File: config.mk
export PLATFORM = sky130hd
export DESIGN_NAME = layer_compositor
export DESIGN_NICKNAME = d
export VERILOG_FILES = /design/src/rtl/compositor_pkg.sv /design/src/rtl/sprite_hit.sv /design/src/rtl/layer_compositor.sv
export SDC_FILE = /design/constraint.sdc
export NUM_CORES = 2
export LEC_CHECK = 0
export CAP_MARGIN = 20
export CORE_MARGIN = 5
export CORE_UTILIZATION = 44
export DETAILED_ROUTE_END_ITERATION = 10
export GPL_ROUTABILITY_DRIVEN = 0
export SLEW_MARGIN = 20
export SYNTH_ARGS = -nofsm -noshare
export SYNTH_HDL_FRONTEND = slang
export SYNTH_HIERARCHICAL = 1
export SYNTH_SLANG_ARGS = --single-unit
File: constraint.sdc
create_clock -name Clk -period 4.4 [get_ports Clk]
set_input_delay 0.66 -clock Clk [delete_from_list [all_inputs] [get_ports Clk]]
set_output_delay 0.66 -clock Clk [all_outputs]
set_load 0.05 [all_outputs]
File: src/rtl/compositor_pkg.sv
// Shared types and helpers for the layer compositor.
//   rgb12_t         : 12-bit {R,G,B} pixel, 4 bits per channel.
//   seg_t           : one solid-rectangle entry {x0, y0, w, h, rgb}, 52 bits.
//   DEFAULT_KEY_RGB : default transparent color for sprite pixels.
//   in_span()       : start <= pos < start+len, evaluated in 11 bits so that
//                     boxes near 1023 never wrap into column/row 0.
package compositor_pkg;

    typedef logic [11:0] rgb12_t;

    typedef struct packed {
        logic [9:0] x0;
        logic [9:0] y0;
        logic [9:0] w;
        logic [9:0] h;
        rgb12_t     rgb;
    } seg_t;

    localparam rgb12_t DEFAULT_KEY_RGB = 12'h0F1;

    // A zero length gives an empty span, which is what disables a segment
    // entry with w==0 or h==0.
    function automatic logic in_span(input logic [9:0] pos,
                                     input logic [9:0] start,
                                     input logic [9:0] len);
        logic [10:0] p;
        logic [10:0] lo;
        logic [10:0] hi;
        p  = {1'b0, pos};
        lo = {1'b0, start};
        hi = lo + {1'b0, len};
        return (p >= lo) && (p < hi);
    endfunction

endpackage

File: src/rtl/sprite_hit.sv
// Per-layer sprite box test, registered one cycle after the pixel.
// Ports:
//   Clk, Reset      : pixel clock, synchronous active-high reset
//   en              : layer enable
//   draw_x, draw_y  : current pixel
//   pos_x, pos_y    : sprite top-left corner
//   mirror          : mirror the column address horizontally
//   hit             : registered hit flag
//   ax, ay          : registered local ROM address (0 on a miss)
module sprite_hit
    import compositor_pkg::*;
#(
    parameter int SPR_W = 32,
    parameter int SPR_H = 32
) (
    input  logic                      Clk,
    input  logic                      Reset,
    input  logic                      en,
    input  logic [9:0]                draw_x,
    input  logic [9:0]                draw_y,
    input  logic [9:0]                pos_x,
    input  logic [9:0]                pos_y,
    input  logic                      mirror,
    output logic                      hit,
    output logic [$clog2(SPR_W)-1:0]  ax,
    output logic [$clog2(SPR_H)-1:0]  ay
);

    localparam int AW = $clog2(SPR_W);
    localparam int AH = $clog2(SPR_H);

    logic [9:0] dx;
    logic [9:0] dy;
    logic       in_box;

    assign dx     = draw_x - pos_x;
    assign dy     = draw_y - pos_y;
    assign in_box = en && in_span(draw_x, pos_x, 10'(SPR_W))
                       && in_span(draw_y, pos_y, 10'(SPR_H));

    // NOTE: registered state uses non-blocking assignments so every flop
    // samples the pre-edge value regardless of block ordering.
    always_ff @(posedge Clk) begin
        if (Reset) begin
            hit <= 1'b0;
            ax  <= '0;
            ay  <= '0;
        end else if (in_box) begin
            hit <= 1'b1;
            // SPR_W is a power of two, so SPR_W-1-dx is the bitwise inverse.
            ax  <= mirror ? ~dx[AW-1:0] : dx[AW-1:0];
            ay  <= dy[AH-1:0];
        end else begin
            hit <= 1'b0;
            ax  <= '0;
            ay  <= '0;
        end
    end

endmodule

File: src/rtl/layer_compositor.sv
// Per-pixel compositor: segment table over N_SPR sprite layers over background.
// Fixed 3-cycle latency from DrawX/DrawY/vde to Red/Green/Blue/vde_out.
// Optional feature macro: LAYER_COMPOSITOR_FACING_EN (layer 0 mirroring).
// Ports:
//   Clk, Reset          : pixel clock, synchronous active-high reset
//   vde, frame_start    : data enable, first-pixel-of-frame pulse
//   DrawX, DrawY        : current pixel
//   spr_en/spr_x/spr_y  : per-layer enable and top-left corner (packed)
//   go_left, go_right   : facing request for layer 0
//   spr_ax, spr_ay      : per-layer sprite ROM address (packed)
//   spr_rgb, bg_rgb     : ROM pixels and background, valid two cycles later
//   seg_we/idx/data     : shadow segment table write port
//   Red/Green/Blue      : composed pixel; vde_out: vde aligned with it
module layer_compositor
    import compositor_pkg::*;
#(
    parameter int     N_SPR   = 4,
    parameter int     SPR_W   = 32,
    parameter int     SPR_H   = 32,
    parameter int     N_SEG   = 16,
    parameter rgb12_t KEY_RGB = DEFAULT_KEY_RGB
) (
    input  logic                             Clk,
    input  logic                             Reset,
    input  logic                             vde,
    input  logic                             frame_start,
    input  logic [9:0]                       DrawX,
    input  logic [9:0]                       DrawY,
    input  logic [N_SPR-1:0]                 spr_en,
    input  logic [N_SPR*10-1:0]              spr_x,
    input  logic [N_SPR*10-1:0]              spr_y,
    input  logic                             go_left,
    input  logic                             go_right,
    output logic [N_SPR*$clog2(SPR_W)-1:0]   spr_ax,
    output logic [N_SPR*$clog2(SPR_H)-1:0]   spr_ay,
    input  logic [N_SPR*12-1:0]              spr_rgb,
    input  logic [11:0]                      bg_rgb,
    input  logic                             seg_we,
    input  logic [$clog2(N_SEG)-1:0]         seg_idx,
    input  logic [51:0]                      seg_data,
    output logic [3:0]                       Red,
    output logic [3:0]                       Green,
    output logic [3:0]                       Blue,
    output logic                             vde_out
);

    localparam int AW = $clog2(SPR_W);
    localparam int AH = $clog2(SPR_H);

    seg_t shadow [N_SEG];
    seg_t active [N_SEG];

    logic facing;

    // ---------------- segment tables ----------------
    // NOTE: both tables are reset because a cleared entry (w==0) is how an
    // entry is disabled; an uninitialised table would draw garbage.
    always_ff @(posedge Clk) begin
        if (Reset) begin
            for (int j = 0; j < N_SEG; j++) begin
                shadow[j] <= '0;
                active[j] <= '0;
            end
        end else begin
            if (seg_we)
                shadow[seg_idx] <= seg_t'(seg_data);
            // Copies the pre-write shadow when seg_we coincides.
            if (frame_start)
                active <= shadow;
        end
    end

    // ---------------- facing ----------------
`ifdef LAYER_COMPOSITOR_FACING_EN
    always_ff @(posedge Clk) begin
        if (Reset)
            facing <= 1'b0;
        else if (frame_start) begin
            if (go_left && !go_right)
                facing <= 1'b1;
            else if (go_right && !go_left)
                facing <= 1'b0;
        end
    end
`else
    logic unused_facing_req;
    assign unused_facing_req = go_left ^ go_right;
    assign facing            = 1'b0;
`endif

    // ---------------- stage 1: hit detection ----------------
    logic [N_SPR-1:0] spr_hit1;

    for (genvar i = 0; i < N_SPR; i++) begin : g_spr
        sprite_hit #(.SPR_W(SPR_W), .SPR_H(SPR_H)) u_hit (
            .Clk    (Clk),
            .Reset  (Reset),
            .en     (spr_en[i]),
            .draw_x (DrawX),
            .draw_y (DrawY),
            .pos_x  (spr_x[i*10 +: 10]),
            .pos_y  (spr_y[i*10 +: 10]),
            .mirror ((i == 0) ? facing : 1'b0),
            .hit    (spr_hit1[i]),
            .ax     (spr_ax[i*AW +: AW]),
            .ay     (spr_ay[i*AH +: AH])
        );
    end

    logic   seg_hit_c;
    rgb12_t seg_rgb_c;

    // NOTE: defaults first so every path assigns both outputs and no latch
    // is inferred. Descending scan leaves the lowest-index hit as winner.
    always_comb begin
        seg_hit_c = 1'b0;
        seg_rgb_c = '0;
        for (int j = N_SEG - 1; j >= 0; j--) begin
            if (in_span(DrawX, active[j].x0, active[j].w) &&
                in_span(DrawY, active[j].y0, active[j].h)) begin
                seg_hit_c = 1'b1;
                seg_rgb_c = active[j].rgb;
            end
        end
    end

    logic   seg_hit1, vde1;
    rgb12_t seg_rgb1;

    // ---------------- stage 2: wait for ROM data ----------------
    logic [N_SPR-1:0] spr_hit2;
    logic             seg_hit2, vde2;
    rgb12_t           seg_rgb2;

    always_ff @(posedge Clk) begin
        if (Reset) begin
            seg_hit1 <= 1'b0;
            seg_rgb1 <= '0;
            vde1     <= 1'b0;
            spr_hit2 <= '0;
            seg_hit2 <= 1'b0;
            seg_rgb2 <= '0;
            vde2     <= 1'b0;
        end else begin
            seg_hit1 <= seg_hit_c;
            seg_rgb1 <= seg_rgb_c;
            vde1     <= vde;
            spr_hit2 <= spr_hit1;
            seg_hit2 <= seg_hit1;
            seg_rgb2 <= seg_rgb1;
            vde2     <= vde1;
        end
    end

    // ---------------- priority select ----------------
    rgb12_t pix;

    always_comb begin
        pix = bg_rgb;
        for (int i = N_SPR - 1; i >= 0; i--) begin
            if (spr_hit2[i] && (spr_rgb[i*12 +: 12] != KEY_RGB))
                pix = spr_rgb[i*12 +: 12];
        end
        if (seg_hit2)
            pix = seg_rgb2;
        if (!vde2)
            pix = '0;
    end

    // ---------------- stage 3: output register ----------------
    always_ff @(posedge Clk) begin
        if (Reset) begin
            {Red, Green, Blue} <= '0;
            vde_out            <= 1'b0;
        end else begin
            {Red, Green, Blue} <= pix;
            vde_out            <= vde2;
        end
    end

endmodule

-- Word level (Yosys, flattened, before mapping)
Cells that the tools add are included.
- reduce and logical (&&, ||, !) cells: 74
- $lt $le $gt $ge: 82
- equality and inequality tests: 4
- add/subtract/negate cells: 48
- multiplexer cells: 44
- bitwise gates (word level): 6
- operators by type and width (operator ; number):
    $bwmux W832 ; 1
    $lt A10 B11 Y1 ; 40
    $ge A10 B10 Y1 ; 40
    $add A10 B10 Y11 ; 32
    $mux W12 ; 21
    $demux W52 S4 ; 1
    $add A10 B6 Y11 const B ; 8
    $logic_and A1 B1 Y1 ; 69
    $mux W52 ; 1
    $ne A12 B8 Y1 const B ; 4
    $sub A5 B5 Y5 ; 8
    $mux W1 ; 20
    $reduce_or A2 Y1 ; 5
    $ge A5 B5 Y1 const B ; 1
    $lt A5 B1 Y1 const B ; 1
    $not A1 Y1 ; 5
    $not A4 Y5 ; 1
- bits of input ports: 227
- bits in registers: 1753
- word-level logic and storage cells: 441
- output and inout bits: 53

-- Logic depth before layout (Yosys ltp)
- depth after elaboration: 20
- depth in mapped cells: 23
- mapped depth without buffers: 22

-- Modules after synthesis
The synthesis kept the hierarchy.
- modules (own cells, without submodules) (module ; times used ; seq. area each (um^2) ; cells each ; area each (um^2)):
    layer_compositor ; 1 ; 34212.8 ; 10137 ; 86658.1
    sprite_hit ; 4 ; 220.2 ; 161 ; 1350.0

-- Worst setup path before layout
No wires, ideal clock.
- path type: register -> register
- from: register active[501] (netlist bit)
- to: register seg_rgb1[1]
- setup time: 136 ps
- arrival time: 4223 ps
- path slack: 41 ps
- period minus slack after synthesis: 4359 ps
- stages on the path, launching flop included: 23
- cells stage by stage: dfxtp_1 ha_1 a21o_1 a21oi_1 o21bai_1 a21oi_1 nor2b_1 o21a_1 o21ai_0 nand2_1 a21oi_1 xor2_1 ha_1 a21oi_1 a211o_1 or4_1 a32oi_1 nor4_1 nor2_2 nand2_2 a211o_1 a2111oi_0 a211oi_1
- cells in the longest elaborated chain, start to end: 11
- ends and longest elaborated chain (what ; line ; RTL):
    start, declared ; layer_compositor.sv:51 ; seg_t active [N_SEG];
    start signal, assigned ; layer_compositor.sv:69 ; active <= shadow;
    $add A10 B10 Y11 ; compositor_pkg.sv:31 ; hi = lo + {1'b0, len};
    $lt A10 B11 Y1 ; compositor_pkg.sv:32 ; return (p >= lo) && (p < hi);
    $logic_and A1 B1 Y1 * ; compositor_pkg.sv:32 ;
    $logic_and A1 B1 Y1 * ; layer_compositor.sv:119 ; if (in_span(DrawX, active[j].x0, active[j].w) &&
    $mux W12 * (7 in series) ; layer_compositor.sv:119 ;
    end signal, assigned ; layer_compositor.sv:146 ; seg_rgb1 <= seg_rgb_c;
    end, declared ; layer_compositor.sv:128 ; rgb12_t seg_rgb1;
Every way passes the cells marked *; elsewhere a longest branch is shown, timed or not.
A chain may end at the register's enable or synchronous reset.

-- Worst setup path in the final report
- from: register active[481] (netlist bit)
- to: register seg_rgb1[10]
- cells in the longest elaborated chain, start to end: 11
- ends and longest elaborated chain (what ; line):
    $add A10 B10 Y11 ; compositor_pkg.sv:31
    $lt A10 B11 Y1 ; compositor_pkg.sv:32
    $logic_and A1 B1 Y1 ; compositor_pkg.sv:32
    $logic_and A1 B1 Y1 ; layer_compositor.sv:119
    $mux W12 (7 in series) ; layer_compositor.sv:119
No other way between the ends.

==> results.txt <==
The flow ran to the end, but the final reports show violations. The checks that failed: setup timing. Among cell families on the critical path, the largest total delay comes from compound AO/OA/AOI/OAI gates.

TritonCTS built the clock tree. The cell area power density was 334.3 nW/um^2; the number of distinct standard cells referenced by the synthesized netlist was 98. The cell count after placement was 13880; the total global routing overflow was 0. The Yosys step of the flow raised 6 warnings. The gate count of the mapped netlist came out at 10780.

The worst slack at placement came out at -684.9 ps. The floorplan step set the die width to 467.4 um. The transition time at the pin with the least slew margin works out to 1178 ps. The run gives 0.4406 as the initial core utilization. The worst-case setup margin in the final layout is -318.5 ps. The first TritonRoute pass finished after 8 iterations. The combined global-route utilization of all metal layers was 0.2682; the wire length on met1 was 132.5 mm.

The met2 layer wire length in the routed design came out at 137.7 mm. The clock root buffer was sky130_fd_sc_hd__clkbuf_16. The predominant post-synthesis flop cell was sky130_fd_sc_hd__dfxtp_1.

The final hold violation count was 0. For this block, the via count after detailed routing is 78550. The clock-pin transition on the worst setup and hold timing paths was 60 ps; the stage delay of the slowest cell on the critical path was 420 ps.

Setup repair after global routing could not meet its margin everywhere. Buffers placed on the I/O ports in this run total 277. In this run the critical register-to-register path is captured at seg_rgb1[10]. By instance count, the cell type seen most on the critical path is sky130_fd_sc_hd__a21oi_2. Across the VDD grid, the largest voltage drop is 261.7 uV. In the final layout, flip-flops and latches occupy 35110 sq um. Leaving out fill and tap cells, the most frequent cells in the layout are 1853 x sky130_fd_sc_hd__nand2_1, 1743 x sky130_fd_sc_hd__dfxtp_1, 1157 x sky130_fd_sc_hd__a21oi_1, 1060 x sky130_fd_sc_hd__nor2_1, 1051 x sky130_fd_sc_hd__ha_1. Initial antenna violation count: 34. Yosys mapped a number of flops with a built-in enable equal to 0. In the routed layout, each cell is associated on average with a via count of 5.497. The standard cell core area was 208900 sq um; the number of pins exceeding their max-slew limit in the final report was 0. For the post-synthesis sequential area ratio, the log shows 0.3812.

Largest fanout on the critical path: 2. The relative max-transition margin was 0.2122; the height of the die was 467.4 um. The run gives 207 as the largest net degree at the start of global routing. The share of async-settable or async-resettable flops after synthesis is 0. Traced cell by cell, the critical path runs through ha_4 -> a21o_1 -> a21oi_2 -> o21bai_1 -> a21oi_2 -> nor2b_1 -> o21a_1 -> o21ai_2 -> nand2_1 -> a21oi_2 -> xor2_1 -> ha_1 -> o211ai_1 -> a211o_1 -> or4_1 -> a32oi_1 -> buf_4 -> nor4_4 -> nor2_4 -> buf_6 -> and3b_2 -> buf_6 -> o2111ai_2 -> a2111oi_2.

The run gives 455.4 mm as the global-route wire length before repair. Clock insertion delay at the later pin of the skew report: 860 ps. The critical path class was flip-flop to flip-flop. The number of global-route vias before repair was 75230. In the final layout, the multi-input gates occupy 53770 sq um. The library cell used most frequently in the layout, excluding fill and tap cells, is sky130_fd_sc_hd__nand2_1. The netlist area before placement was 92060 sq um; the layout cell share with drive strength beyond 1 was 0.1103. Across the routed clock network, the largest skew measured is 46.12 ps. Summed over all nets, the half-perimeter wirelength after detailed placement is 205.8 mm.

The worst path in the final design needs a cycle of 4718 ps, including I/O delays and setup. Buffer levels on the longest clock path: 3. Along the worst hold path, the cell count comes to 2. The tools report the number of design-rule violations left by the first detailed-router iteration as 5905. The path with the worst hold slack has its endpoint at active[377].

The area growth from synthesis to layout works out to 18.63%. STA classifies the critical path endpoint as a flip-flop. The slack of the worst reg-to-reg path is -320 ps, and the overall die area is 218500 sq um. Setup violations remaining at the end of the flow were counted as 13. STA classifies the critical path startpoint as a flip-flop. The path class of the tightest hold or removal check is input pin to flip-flop. Data on the critical path arrives at its endpoint at 5480 ps.

The initialized floorplan defines 168 standard-cell rows. The tool flagged a number of max-cap violations equal to 0. For the area of placed instances, the log shows 101400 sq um.

The library cell occupying the most area in the post-synthesis netlist is sky130_fd_sc_hd__dfxtp_1. In this run the most critical hold path is launched from Reset. The wire length per cell after detailed routing works out to 21.22 um. The detailed-route wire length was 303.2 mm. The number of routed nets with antenna violations is 0.

In the post-synthesis netlist, the biggest area contributors are sky130_fd_sc_hd__dfxtp_1 38%, sky130_fd_sc_hd__ha_1 14%, sky130_fd_sc_hd__mux2i_1 9.3%. The number of cells traversed by the worst register-to-register path is 24. The number of buffer and inverter stages on the critical path was 3; the met3 layer wire length in the routed design was 18.26 mm. In the final design database the tool counted 12640 nets.

The synthesis-stage register bit count is 1753. The slowest library cell on the worst path is sky130_fd_sc_hd__or4_1. The analysis attributes to cell leakage a power of 45.56 nW. Remaining routing DRC violations: 0. The tools report the TritonCTS buffer count as 187. The layout has 19240 filler cells.

Routed signal wires occupy layers up through met5. The H-tree generated during clock tree synthesis spans 4 levels. The tools report the reg-to-reg critical path startpoint as active[481]. Based on the critical path, the design can be clocked at up to 0.2119 GHz. For this design, the sink count on the clock tree is 1753. The mean instance size in the synthesized netlist is 8.539 sq um. After the flow finishes, the layout carries non-filler instances totaling 14290. The post-route fraction of the period consumed by the critical path was 1.072. The top cell type's share of synthesized area works out to 0.3812.

The I/O pin total is 280, and the data required time at the worst endpoint is 5160 ps. Summing all non-filler instances in the final layout gives an area of 109200 sq um.
-- stage by stage --
step / setup TNS (ps) / hold slack [ps] / utilization / total power [mW]
final: -2599 / 173.4 / 0.5227 / 36.51
after global routing: -5094 / 183.7 / 0.5226 / 37.72
after CTS: -2736 / 147.2 / 0.5193 / 36.67
after detailed placement: -7172 / 435.0 / 0.4853 / 20.31
after global placement: -7283 / 440.5 / 0.4852 / 20.21
after floorplan: 0 / 413.8 / - / 18.58
-- cells by family (layout without fill, tap and decap cells) --
family	count (synthesis)	in the layout	synth area share
AO/OA/AOI/OAI	2182	2182	0.1426
XOR/XNOR	286	286	0.02721
adder cells (fa/ha/maj)	1096	1096	0.1522
buffers and inverters	1116	1793	0.04620
flip-flops	1753	1753	0.3812
multiplexers	854	854	0.09286
other	1	27	0.00004074
AND/OR/NAND/NOR	3493	3493	0.1577
-- state kept, by name (all words and copies together) (netlist names) --
register / flops
Blue: 4
Green: 4
Red: 4
active: 832
g_spr.u_hit/ax: 20
g_spr.u_hit/ay: 20
g_spr.u_hit/hit: 4
seg_hit1: 1
seg_hit2: 1
seg_rgb1: 12
seg_rgb2: 12
shadow: 832
spr_hit2: 4
vde1: 1
vde2: 1
vde_out: 1
-- routing by layer --
metal | vias up | track usage
li1 | 37980 | -
met1 | 37800 | 0.3520
met2 | 2216 | 0.4388
met3 | 539 | 0.03747
met4 | 8 | 0.1207
met5 | - | 0
-- what timing repair did --
item / 4_1_cts / 5_1_grt
setup endpoints to repair: 13 / 13
gates resized for setup: 109 / 112
buffers inserted: 38 / 18
hold buffers: 0 / 0
cloned: 2 / 0
pin swaps: 65 / 74
-- area by class of cell --
class | instances | share of cell area
Antenna cell | 23 | 0.0005270
Clock buffer | 256 | 0.04872
Clock inverter | 75 | 0.009441
Inverter | 515 | 0.01770
Multi-Input combinational cell | 7915 | 0.4923
Sequential cell | 1753 | 0.3215
Tap cell | 2805 | 0.03214
Timing Repair Buffer | 947 | 0.07768
-- power by group --
part / leakage (nW) / internal (mW) / total [mW] / switching [mW]
Clock: 3.13 / 9.49 / 16.4 / 6.88
Sequential: 14.1 / 16.0 / 16.2 / 0.126
Combinational: 28.3 / 1.51 / 3.97 / 2.46
Total: 45.6 / 27.0 / 36.5 / 9.46
-- synthesized netlist by cell type (all sizes together), types with 66 or more instances --
library cell and number:
clkbuf 532, nor2b 99, ha 1056, a31oi 66, nand2b 96, nor3 69
inv 514, o21a 71, a21o 124, dfxtp 1753, buf 69, mux2i 854
nand2 1870, xnor2 133, nor2 1086, o21ai 257, a21oi 1207, nand3 99
xor2 153
-- worst max-delay path by stage --
stage                startpoint           end  slack [ps]  cells past startpoint
floorplan           active[501]   seg_rgb1[1]          40                     22
global placement    active[116]   seg_rgb1[9]        -650                     21
detailed placement  active[116]   seg_rgb1[9]        -680                     21
CTS                 active[136]  seg_rgb1[10]        -270                     19
global route        active[136]  seg_rgb1[10]        -520                     19
finish              active[481]  seg_rgb1[10]        -320                     24
-- worst reg2reg max path: stages, from the launching register on --
cell and delay, ps:
sky130_fd_sc_hd__dfxtp_2 330, sky130_fd_sc_hd__ha_4 230, sky130_fd_sc_hd__a21o_1 180, sky130_fd_sc_hd__a21oi_2 150
sky130_fd_sc_hd__o21bai_1 100, sky130_fd_sc_hd__a21oi_2 170, sky130_fd_sc_hd__nor2b_1 60, sky130_fd_sc_hd__o21a_1 190
sky130_fd_sc_hd__o21ai_2 170, sky130_fd_sc_hd__nand2_1 90, sky130_fd_sc_hd__a21oi_2 150, sky130_fd_sc_hd__xor2_1 100
sky130_fd_sc_hd__ha_1 340, sky130_fd_sc_hd__o211ai_1 140, sky130_fd_sc_hd__a211o_1 280, sky130_fd_sc_hd__or4_1 420
sky130_fd_sc_hd__a32oi_1 170, sky130_fd_sc_hd__buf_4 200, sky130_fd_sc_hd__nor4_4 90, sky130_fd_sc_hd__nor2_4 170
sky130_fd_sc_hd__buf_6 120, sky130_fd_sc_hd__and3b_2 190, sky130_fd_sc_hd__buf_6 110, sky130_fd_sc_hd__o2111ai_2 110
sky130_fd_sc_hd__a2111oi_2 380
Note: power is estimated with default switching activity, not from simulation.
